### src/rtl/multiplier_arbiter.sv
// Two-requester arbiter in front of a shared combinational 4x4 multiplier.
// One operation in flight; ties go to the requester that was not served last.
//
// state | meaning
// IDLE  | arbitrating, may accept one request
// MUL   | operands presented to the multiplier, product captured on exit
// RESP  | result held on rsp_* until the consumer takes it
module multiplier_arbiter (
  input  logic       clk,
  input  logic       rst_n,
  input  logic       req0_valid,
  input  logic [3:0] req0_A,
  input  logic [3:0] req0_B,
  output logic       req0_ready,
  input  logic       req1_valid,
  input  logic [3:0] req1_A,
  input  logic [3:0] req1_B,
  output logic       req1_ready,
  output logic [3:0] mul_A,
  output logic [3:0] mul_B,
  input  logic [7:0] mul_Product,
  output logic       rsp_valid,
  output logic       rsp_id,
  output logic [7:0] rsp_Product,
  input  logic       rsp_ready,
  output logic       busy,
  output logic [7:0] op_count
);

  typedef enum logic [1:0] {IDLE, MUL, RESP} state_t;

  state_t     state_q, state_d;
  logic [3:0] mul_a_q, mul_a_d;
  logic [3:0] mul_b_q, mul_b_d;
  logic       rsp_id_q, rsp_id_d;
  logic [7:0] rsp_product_q, rsp_product_d;
  logic [7:0] op_count_q, op_count_d;
  logic       last_grant_q, last_grant_d;
  logic       rsp_valid_q, rsp_valid_d;
  logic       busy_q, busy_d;

  logic       grant_vld;
  logic       grant_id;
  logic       rsp_fire;

  always_comb begin
    grant_vld = 1'b0;
    grant_id  = 1'b0;
    if (state_q == IDLE) begin
      if (req0_valid && req1_valid) begin
        grant_vld = 1'b1;
        grant_id  = ~last_grant_q;
      end else if (req0_valid) begin
        grant_vld = 1'b1;
        grant_id  = 1'b0;
      end else if (req1_valid) begin
        grant_vld = 1'b1;
        grant_id  = 1'b1;
      end
    end
  end

  assign req0_ready = grant_vld && !grant_id;
  assign req1_ready = grant_vld && grant_id;
  assign rsp_fire   = (state_q == RESP) && rsp_ready;

  always_comb begin
    state_d       = state_q;
    mul_a_d       = mul_a_q;
    mul_b_d       = mul_b_q;
    rsp_id_d      = rsp_id_q;
    rsp_product_d = rsp_product_q;
    op_count_d    = op_count_q;
    last_grant_d  = last_grant_q;
    case (state_q)
      IDLE: begin
        if (grant_vld) begin
          state_d      = MUL;
          mul_a_d      = grant_id ? req1_A : req0_A;
          mul_b_d      = grant_id ? req1_B : req0_B;
          rsp_id_d     = grant_id;
          last_grant_d = grant_id;
        end
      end
      MUL: begin
        state_d       = RESP;
        rsp_product_d = mul_Product;
      end
      RESP: begin
        if (rsp_fire) begin
          state_d    = IDLE;
          op_count_d = op_count_q + 8'd1;
        end
      end
      default: state_d = IDLE;
    endcase
    // Status outputs are registered from the next state so they line up with state_q.
    rsp_valid_d = (state_d == RESP);
    busy_d      = (state_d != IDLE);
  end

  always_ff @(posedge clk or negedge rst_n) begin
    if (!rst_n) begin
      state_q       <= IDLE;
      mul_a_q       <= 4'd0;
      mul_b_q       <= 4'd0;
      rsp_id_q      <= 1'b0;
      rsp_product_q <= 8'd0;
      op_count_q    <= 8'd0;
      last_grant_q  <= 1'b1;
      rsp_valid_q   <= 1'b0;
      busy_q        <= 1'b0;
    end else begin
      state_q       <= state_d;
      mul_a_q       <= mul_a_d;
      mul_b_q       <= mul_b_d;
      rsp_id_q      <= rsp_id_d;
      rsp_product_q <= rsp_product_d;
      op_count_q    <= op_count_d;
      last_grant_q  <= last_grant_d;
      rsp_valid_q   <= rsp_valid_d;
      busy_q        <= busy_d;
    end
  end

  assign mul_A       = mul_a_q;
  assign mul_B       = mul_b_q;
  assign rsp_valid   = rsp_valid_q;
  assign rsp_id      = rsp_id_q;
  assign rsp_Product = rsp_product_q;
  assign busy        = busy_q;
  assign op_count    = op_count_q;

endmodule
### config.mk
export PLATFORM = sky130hd
export DESIGN_NAME = multiplier_arbiter
export DESIGN_NICKNAME = d
export VERILOG_FILES = /design/src/rtl/multiplier_arbiter.sv
export SDC_FILE = /design/constraint.sdc
export NUM_CORES = 1
export LEC_CHECK = 0
export ABC_AREA = 1
export BUFFER_PORTS_ARGS = -buffer_cell sky130_fd_sc_hd__buf_2
export CAP_MARGIN = 30
export CORE_ASPECT_RATIO = 0.8
export CORE_MARGIN = 8
export CORE_UTILIZATION = 35
export DETAILED_ROUTE_END_ITERATION = 8
export PLACE_DENSITY = 0.69
export SETUP_SLACK_MARGIN = 0.2
export SYNTH_ARGS = -nofsm -noshare
export SYNTH_HDL_FRONTEND = slang
export SYNTH_SLANG_ARGS = --single-unit
### constraint.sdc
create_clock -name clk -period 1.4 [get_ports clk]
set_clock_uncertainty 0.15 [all_clocks]
set_input_delay 0.14 -clock clk [delete_from_list [all_inputs] [get_ports clk]]
set_output_delay 0.14 -clock clk [all_outputs]
set_load 0.03 [all_outputs]
==> metrics.txt, run 1 <==
status=finished, violations left; failing checks=negative setup slack; clk root buf=clkbuf_8; DR vias=1362; fin util=67.8%; routed vias/inst=between 4 and 5; routed length per instance=about 15 um; register area share after synthesis=55.4%; GR Util met3=5.94%; Max IR drop VDD=~1.5 mV; critical path startpoint=last_grant_q; Switching Fraction=44.3%; number of global-route vias before repair=1328; EDFF count, synth=0; Net Count, Synth=about 170; period utilization=109%; chip width=85.6 um; drt pass-1 iters=4; # clock sinks=30; Die H=between 70 and 80 um; number of cells on the critical path=5; synthesized cell area=1360 um^2; standard-cell row count=20; initial antenna violation count=0; Yosys top cell area share=53.5%; syn_area_per_cell=9.84 um^2; max-slew violation count=0; io pins=58; antenna cells=0; Reg clk slew, reported paths=0.07 ns; Clk Latency, worst-skew pair=0.28 ns; Main synth FF type=dfrtp_1; total power=approximately 6 mW; reg2reg path depth=7; synth top area cells=dfrtp_1, nand2_1, mux2_4, nand3_1, dfstp_2; crit start category=flip-flop; hold depth=3; synth cell count leaders=nand2_1, dfrtp_1, nand3_1; Seq pwr share=27.3%; Detailed Place HPWL=between 2000 and 2500 um; PortBufs=57; Layout area overhead=87.5%; GPL Wtd Cong=0.745; Nets=282; Ys Warns=0; final worst slack=-0.126 ns; gr busiest metal=met2; Final Setup Violations=20; pwr dens=approximately 2300 nW/um^2; combinational share of power=57.9%; R2R Path Start=state_q[0]; Crit Path Class=reg -> out; max_slew headroom=74.8%; global-route wire length before repair=just over 6000 um; Clock Path Buffers=2; Max Freq=655 MHz; Top delay family on crit path=flip-flops; Die ar.=about 6100 um^2; RR Endpoint=op_count[0]; Hold WC Path Type=in -> reg; CTS buffer count=5; leakage power=1.34 nW; power share of the clock group=approximately 15%; post-synth top area cell=dfrtp_1; WP buf/inv=2; most frequent cell after synthesis=nand2_1; routing usage on met1=15.0%; required time worst endpoint=1.11 ns; Max Cap Violations=0; share of cells above drive strength 1=61.3%; Arrival @ worst endpoint=1.24 ns; Switching Power=2.58 mW; Crit Path Max Fanout=3; CP Capture Type=output pin; setup slack, reg-to-reg=-0.11 ns; CP endpoint=req0_ready; DRC violations left=0; DRT Wirelength=4450 um; synthesized flop and latch total=30; initial cell density of the core=36.2%; Final Hold Viols=0; Core Area=3750 um^2; CTS tree=built; Mapped Cells=138; critical path, cell by cell=nand2_2 > nand3_4 > nand2_2 > inv_4 > buf_6; Critical-path top delay cell=dfstp_2; Final Critical Period=1.53 ns; GRT Total Usage=12.7%; slew at the pin closest to its max-slew limit=0.378 ns; crit-path max cell delay=0.54 ns; Power Internal=3.24 mW; crit-path most repeated cell=nand2_2; global route total overflow=0; Post-synth ARST share=between 90% and 100%; RSZ-0062 raised after global routing=true; met2 usage=20.0%; largest net degree at the start of global routing=17; Initial DRC Count=64; Yosys cell types=22; post-route ant nets=0; CTS H-tree lvls=2
-- stage by stage --
step	cell area, um^2	hold slack, ns	instances	TNS, ns	worst slack (ns)
6_report	2540	0.0527	297	-1.42	-0.126
2_1_floorplan	1390	-0.306	138	0	0.152
3_5_place_dp	1730	-0.0618	239	0	0.0300
5_1_grt	2540	0.0613	297	-2.59	-0.183
3_3_place_gp	1730	-0.0714	239	0	0.0505
4_1_cts	2210	0.0498	279	-0.176	-0.127
-- layout by cell type, fill, tap and decap left out, drive strengths merged --
cell / instances
clkbuf: 6
bufinv: 1
o21ai: 1
clkinv: 3
dfrtp: 29
xnor2: 1
xor2: 2
nand3: 15
dfstp: 1
inv: 12
buf: 82
ha: 1
nand2: 55
mux2: 8
nor3: 1
dlygate4sd3: 25
nor2: 10
-- flip-flops by register name, indices dropped and copies added, names as in the netlist, 2 cells and up --
| signal | count |
|---|---|
| mul_A | 4 |
| rsp_Product | 8 |
| op_count | 8 |
| mul_B | 4 |
| state_q | 2 |
-- per-layer routing --
metal	wire (um)	up-vias
met5	0	-
met4	24	0
met3	377	5
met2	2230	56
met1	1810	638
li1	-	663
-- cells by family after synthesis --
logic type                 count (synthesis)  synth area share (%)
and+or+nand+nor                           80                  27.3
muxes                                      8                  8.57
DFF                                       30                  55.4
buffers and inverters                     15                  5.53
AOI/OAI and AO/OA                          1                 0.368
adders and majority gates                  1                 0.922
xor gates and xnor gates                   3                  1.94
-- power groups by stage --
| stage | combinational, mW | clock (mW) | sequential (mW) |
|---|---|---|---|
| final | 3.37 | 0.867 | 1.59 |
| after floorplan | 1.03 | 0 | 2.26 |
| after global routing | 3.59 | 0.939 | 1.63 |
| after global placement | 2.32 | 0 | 1.55 |
| after detailed placement | 2.34 | 0 | 1.56 |
| after CTS | 2.65 | 0.875 | 1.55 |
-- final cells by class --
type / instances / area (um^2)
flip-flops and latches: 30 / 759
repair buffers: 108 / 833
inverters: 13 / 58.8
well taps: 44 / 55.1
multi-input cells: 94 / 729
clock buffers: 5 / 68.8
clock inverters: 3 / 40.0
fillers: 297 / 1210
-- worst min path at each step --
stage,startpoint,end,slack (ns)
after detailed placement,rst_n,op_count[5],-0.06
after global routing,req0_valid,state_q[0],0.06
after floorplan,rst_n,busy,-0.31
after CTS,req0_valid,state_q[0],0.05
final,req0_valid,state_q[0],0.05
after global placement,rst_n,op_count[3],-0.07
-- worst register-to-register path, stage by stage (launching register included) --
cell and delay (ns):
dfrtp_1 0.44, inv_2 0.08, buf_4 0.11, buf_6 0.09, nand3_4 0.13, buf_4 0.18
buf_6 0.10, xor2_1 0.13
-- repair_timing --
item,CTS,global route
hold buffers,25,0
setup buffers,7,17
endpoints found under the setup margin,24,39
endpoints found under the hold margin,46,0
gates cloned,0,1
pin swaps,9,5
resized for setup,18,55
Power figures use the tool's default switching activity.
==> inputs of run 2 (changes only) <==
--- a/config.mk
+++ b/config.mk
@@ -6,13 +6,13 @@
 export NUM_CORES = 1
 export LEC_CHECK = 0
 export ABC_AREA = 1
-export BUFFER_PORTS_ARGS = -buffer_cell sky130_fd_sc_hd__buf_2
+export BUFFER_PORTS_ARGS = -buffer_cell sky130_fd_sc_hd__clkbuf_2
 export CAP_MARGIN = 30
 export CORE_ASPECT_RATIO = 0.8
 export CORE_MARGIN = 8
 export CORE_UTILIZATION = 35
 export DETAILED_ROUTE_END_ITERATION = 8
-export PLACE_DENSITY = 0.69
+export PLACE_DENSITY = 0.7
 export SETUP_SLACK_MARGIN = 0.2
 export SYNTH_ARGS = -nofsm -noshare
 export SYNTH_HDL_FRONTEND = slang
==> metrics.txt, run 2 (synthesized netlist as in run 1, its figures left out) <==
antenna cells=0 (unchanged); max_slew headroom=73.9% (was 74.8%); Die H=71.7 um (unchanged); DRT Wirelength=4340 um (was 4450 um); Initial DRC Count=34 (was 64); initial cell density of the core=36.2% (unchanged); Arrival @ worst endpoint=1.22 ns (was 1.24 ns); Critical-path top delay cell=dfstp_2 (unchanged); leakage power=1.30 nW (was 1.34 nW); crit-path max cell delay=0.53 ns (was 0.54 ns); critical path, cell by cell=nand2_2 > nand3_4 > nand2_4 > inv_4 > buf_8 (was nand2_2 > nand3_4 > nand2_2 > inv_4 > buf_6); share of cells above drive strength 1=57.2% (was 61.3%); Clock Path Buffers=2 (unchanged); global route total overflow=0 (unchanged); Reg clk slew, reported paths=0.06 ns (was 0.07 ns); hold slack=0.0775 ns (was 0.0527 ns); global-route wire length before repair=6900 um (was 6200 um); CTS buffer count=5 (unchanged); Crit Path Max Fanout=3 (unchanged); RSZ-0062 raised after global routing=true (unchanged); commonest non-fill, non-tap cell in the layout=clkbuf_2 (was buf_2); CTS H-tree lvls=2 (unchanged); number of global-route vias before repair=1480 (was 1328); io pins=58 (unchanged); standard-cell row count=20 (unchanged); Max IR drop VDD=1.33 mV (was 1.50 mV); Core Area=3750 um^2 (unchanged); clk root buf=clkbuf_8 (unchanged); Die ar.=6140 um^2 (unchanged); Final Hold Viols=0 (unchanged); GPL Wtd Cong=0.705 (was 0.745); Max Cap Violations=0 (unchanged); Clk Latency, worst-skew pair=0.28 ns (about the same); GRT Total Usage=14.2% (was 12.7%); slew at the pin closest to its max-slew limit=0.391 ns (was 0.378 ns); drt pass-1 iters=4 (unchanged); required time worst endpoint=1.11 ns (about the same); Layout area overhead=79.7% (was 87.5%); chip width=85.6 um (unchanged); failing checks=negative setup slack (unchanged); period utilization=108% (was 109%); Max Freq=662 MHz (was 655 MHz); CTS tree=built (unchanged); routed length per instance=15.1 um (was 15.0 um); post-route ant nets=0 (unchanged); initial antenna violation count=0 (unchanged); PortBufs=57 (unchanged); Final Setup Violations=10 (was 20); final worst slack=-0.110 ns (was -0.126 ns); crit start category=flip-flop (unchanged); # clock sinks=30 (unchanged); Nets=272 (was 282); routed vias/inst=4.60 (was 4.59); status=finished, violations left (unchanged); Hold WC Path Type=in -> reg (unchanged); Final Critical Period=1.51 ns (was 1.53 ns); FILL cells=294 (was 297); CP Capture Type=output pin (unchanged); DRC violations left=0 (unchanged); max-slew violation count=0 (unchanged); fin util=65.0% (was 67.8%); largest net degree at the start of global routing=31 (was 17); DR vias=1319 (was 1362); pwr dens=2280 nW/um^2 (was 2290 nW/um^2); pre-CTS setup slack=0.0284 ns (was 0.0300 ns); most frequent cells in the layout=clkbuf_2, nand2_1, dlygate4sd3_1 (was buf_2, nand2_1, dlygate4sd3_1); Crit Path Class=reg -> out (unchanged); Detailed Place HPWL=2410 um (was 2350 um)
run 2: cell types whose count changed in the layout (fill, tap and decap cells not counted), moves of 3 or more:
| cell | before | now |
|---|---|---|
| buf_2 | 47 | 1 |
| clkbuf_2 | 0 | 46 |
| buf_6 | 14 | 3 |
| nand2_2 | 10 | 3 |
| nand2_1 | 35 | 40 |
| buf_4 | 19 | 15 |
| buf_8 | 0 | 4 |
| clkbuf_8 | 5 | 8 |
run 2: layout make-up:
cell class / count / area [um^2] / area share, %
clock buffers: 8 / 90.1 / 3.69
inverters: 13 / 58.8 / 2.41
multi-input cells: 94 / 729 / 29.9
flip-flops and latches: 30 / 759 / 31.1
well taps: 44 / 55.1 / 2.26
repair buffers: 98 / 747 / 30.6
run 2: per-stage QoR:
step                      cells  instance area, um^2  TNS [ns]  total power [mW]
final                       287                 2440    -0.656              5.56
after global routing        287                 2440     -1.32              5.88
after CTS                   280                 2290    -0.603              5.16
after detailed placement    239                 1720         0              3.92
after global placement      239                 1720         0              3.88
after floorplan             138                 1390         0              3.29
run 2: power breakdown:
group	total [mW]	internal, mW	switching, mW
registers	1.61	1.29	0.319
clock network	0.713	0.400	0.312
logic	3.23	1.34	1.90
total	5.56	3.03	2.53
run 2: timing repair:
item	4_1_cts	5_1_grt
endpoints found under the setup margin	29	38
endpoints found under the hold margin	45	0
pin swaps	6	6
gates resized for setup	41	29
hold buffers	25	0
setup buffers	8	6
cloned	0	1
run 2: path summary, 6_finish.rpt:
kind | startpoint | endpoint | slack (ns) | cells after the start
max | last_grant_q | req0_ready | -0.11 | 5
min | req0_valid | state_q[0] | 0.08 | 3
max reg2reg | state_q[0] | mul_B[0] | -0.09 | 8
min reg2reg | rsp_id | rsp_id | 0.32 | 2
max in group asynchronous | rst_n | last_grant_q | 0.52 | 3
min in group asynchronous | rst_n | op_count[7] | 0.26 | 3
run 2: critical path: cells and delay by family, from the launching register on:
kind	cells	cell delay, ns
simple gates	3	0.22
buf+inv	2	0.18
flops	1	0.53
run 2: layer usage:
metal  vias to the layer above  track usage, %  share of wire [%]
met5                         -               0                  0
met4                         0            4.84                1.5
met3                         6            6.63                8.2
met2                        47            25.3                 52
met1                       625            14.3                 38
li1                        641               -                  -
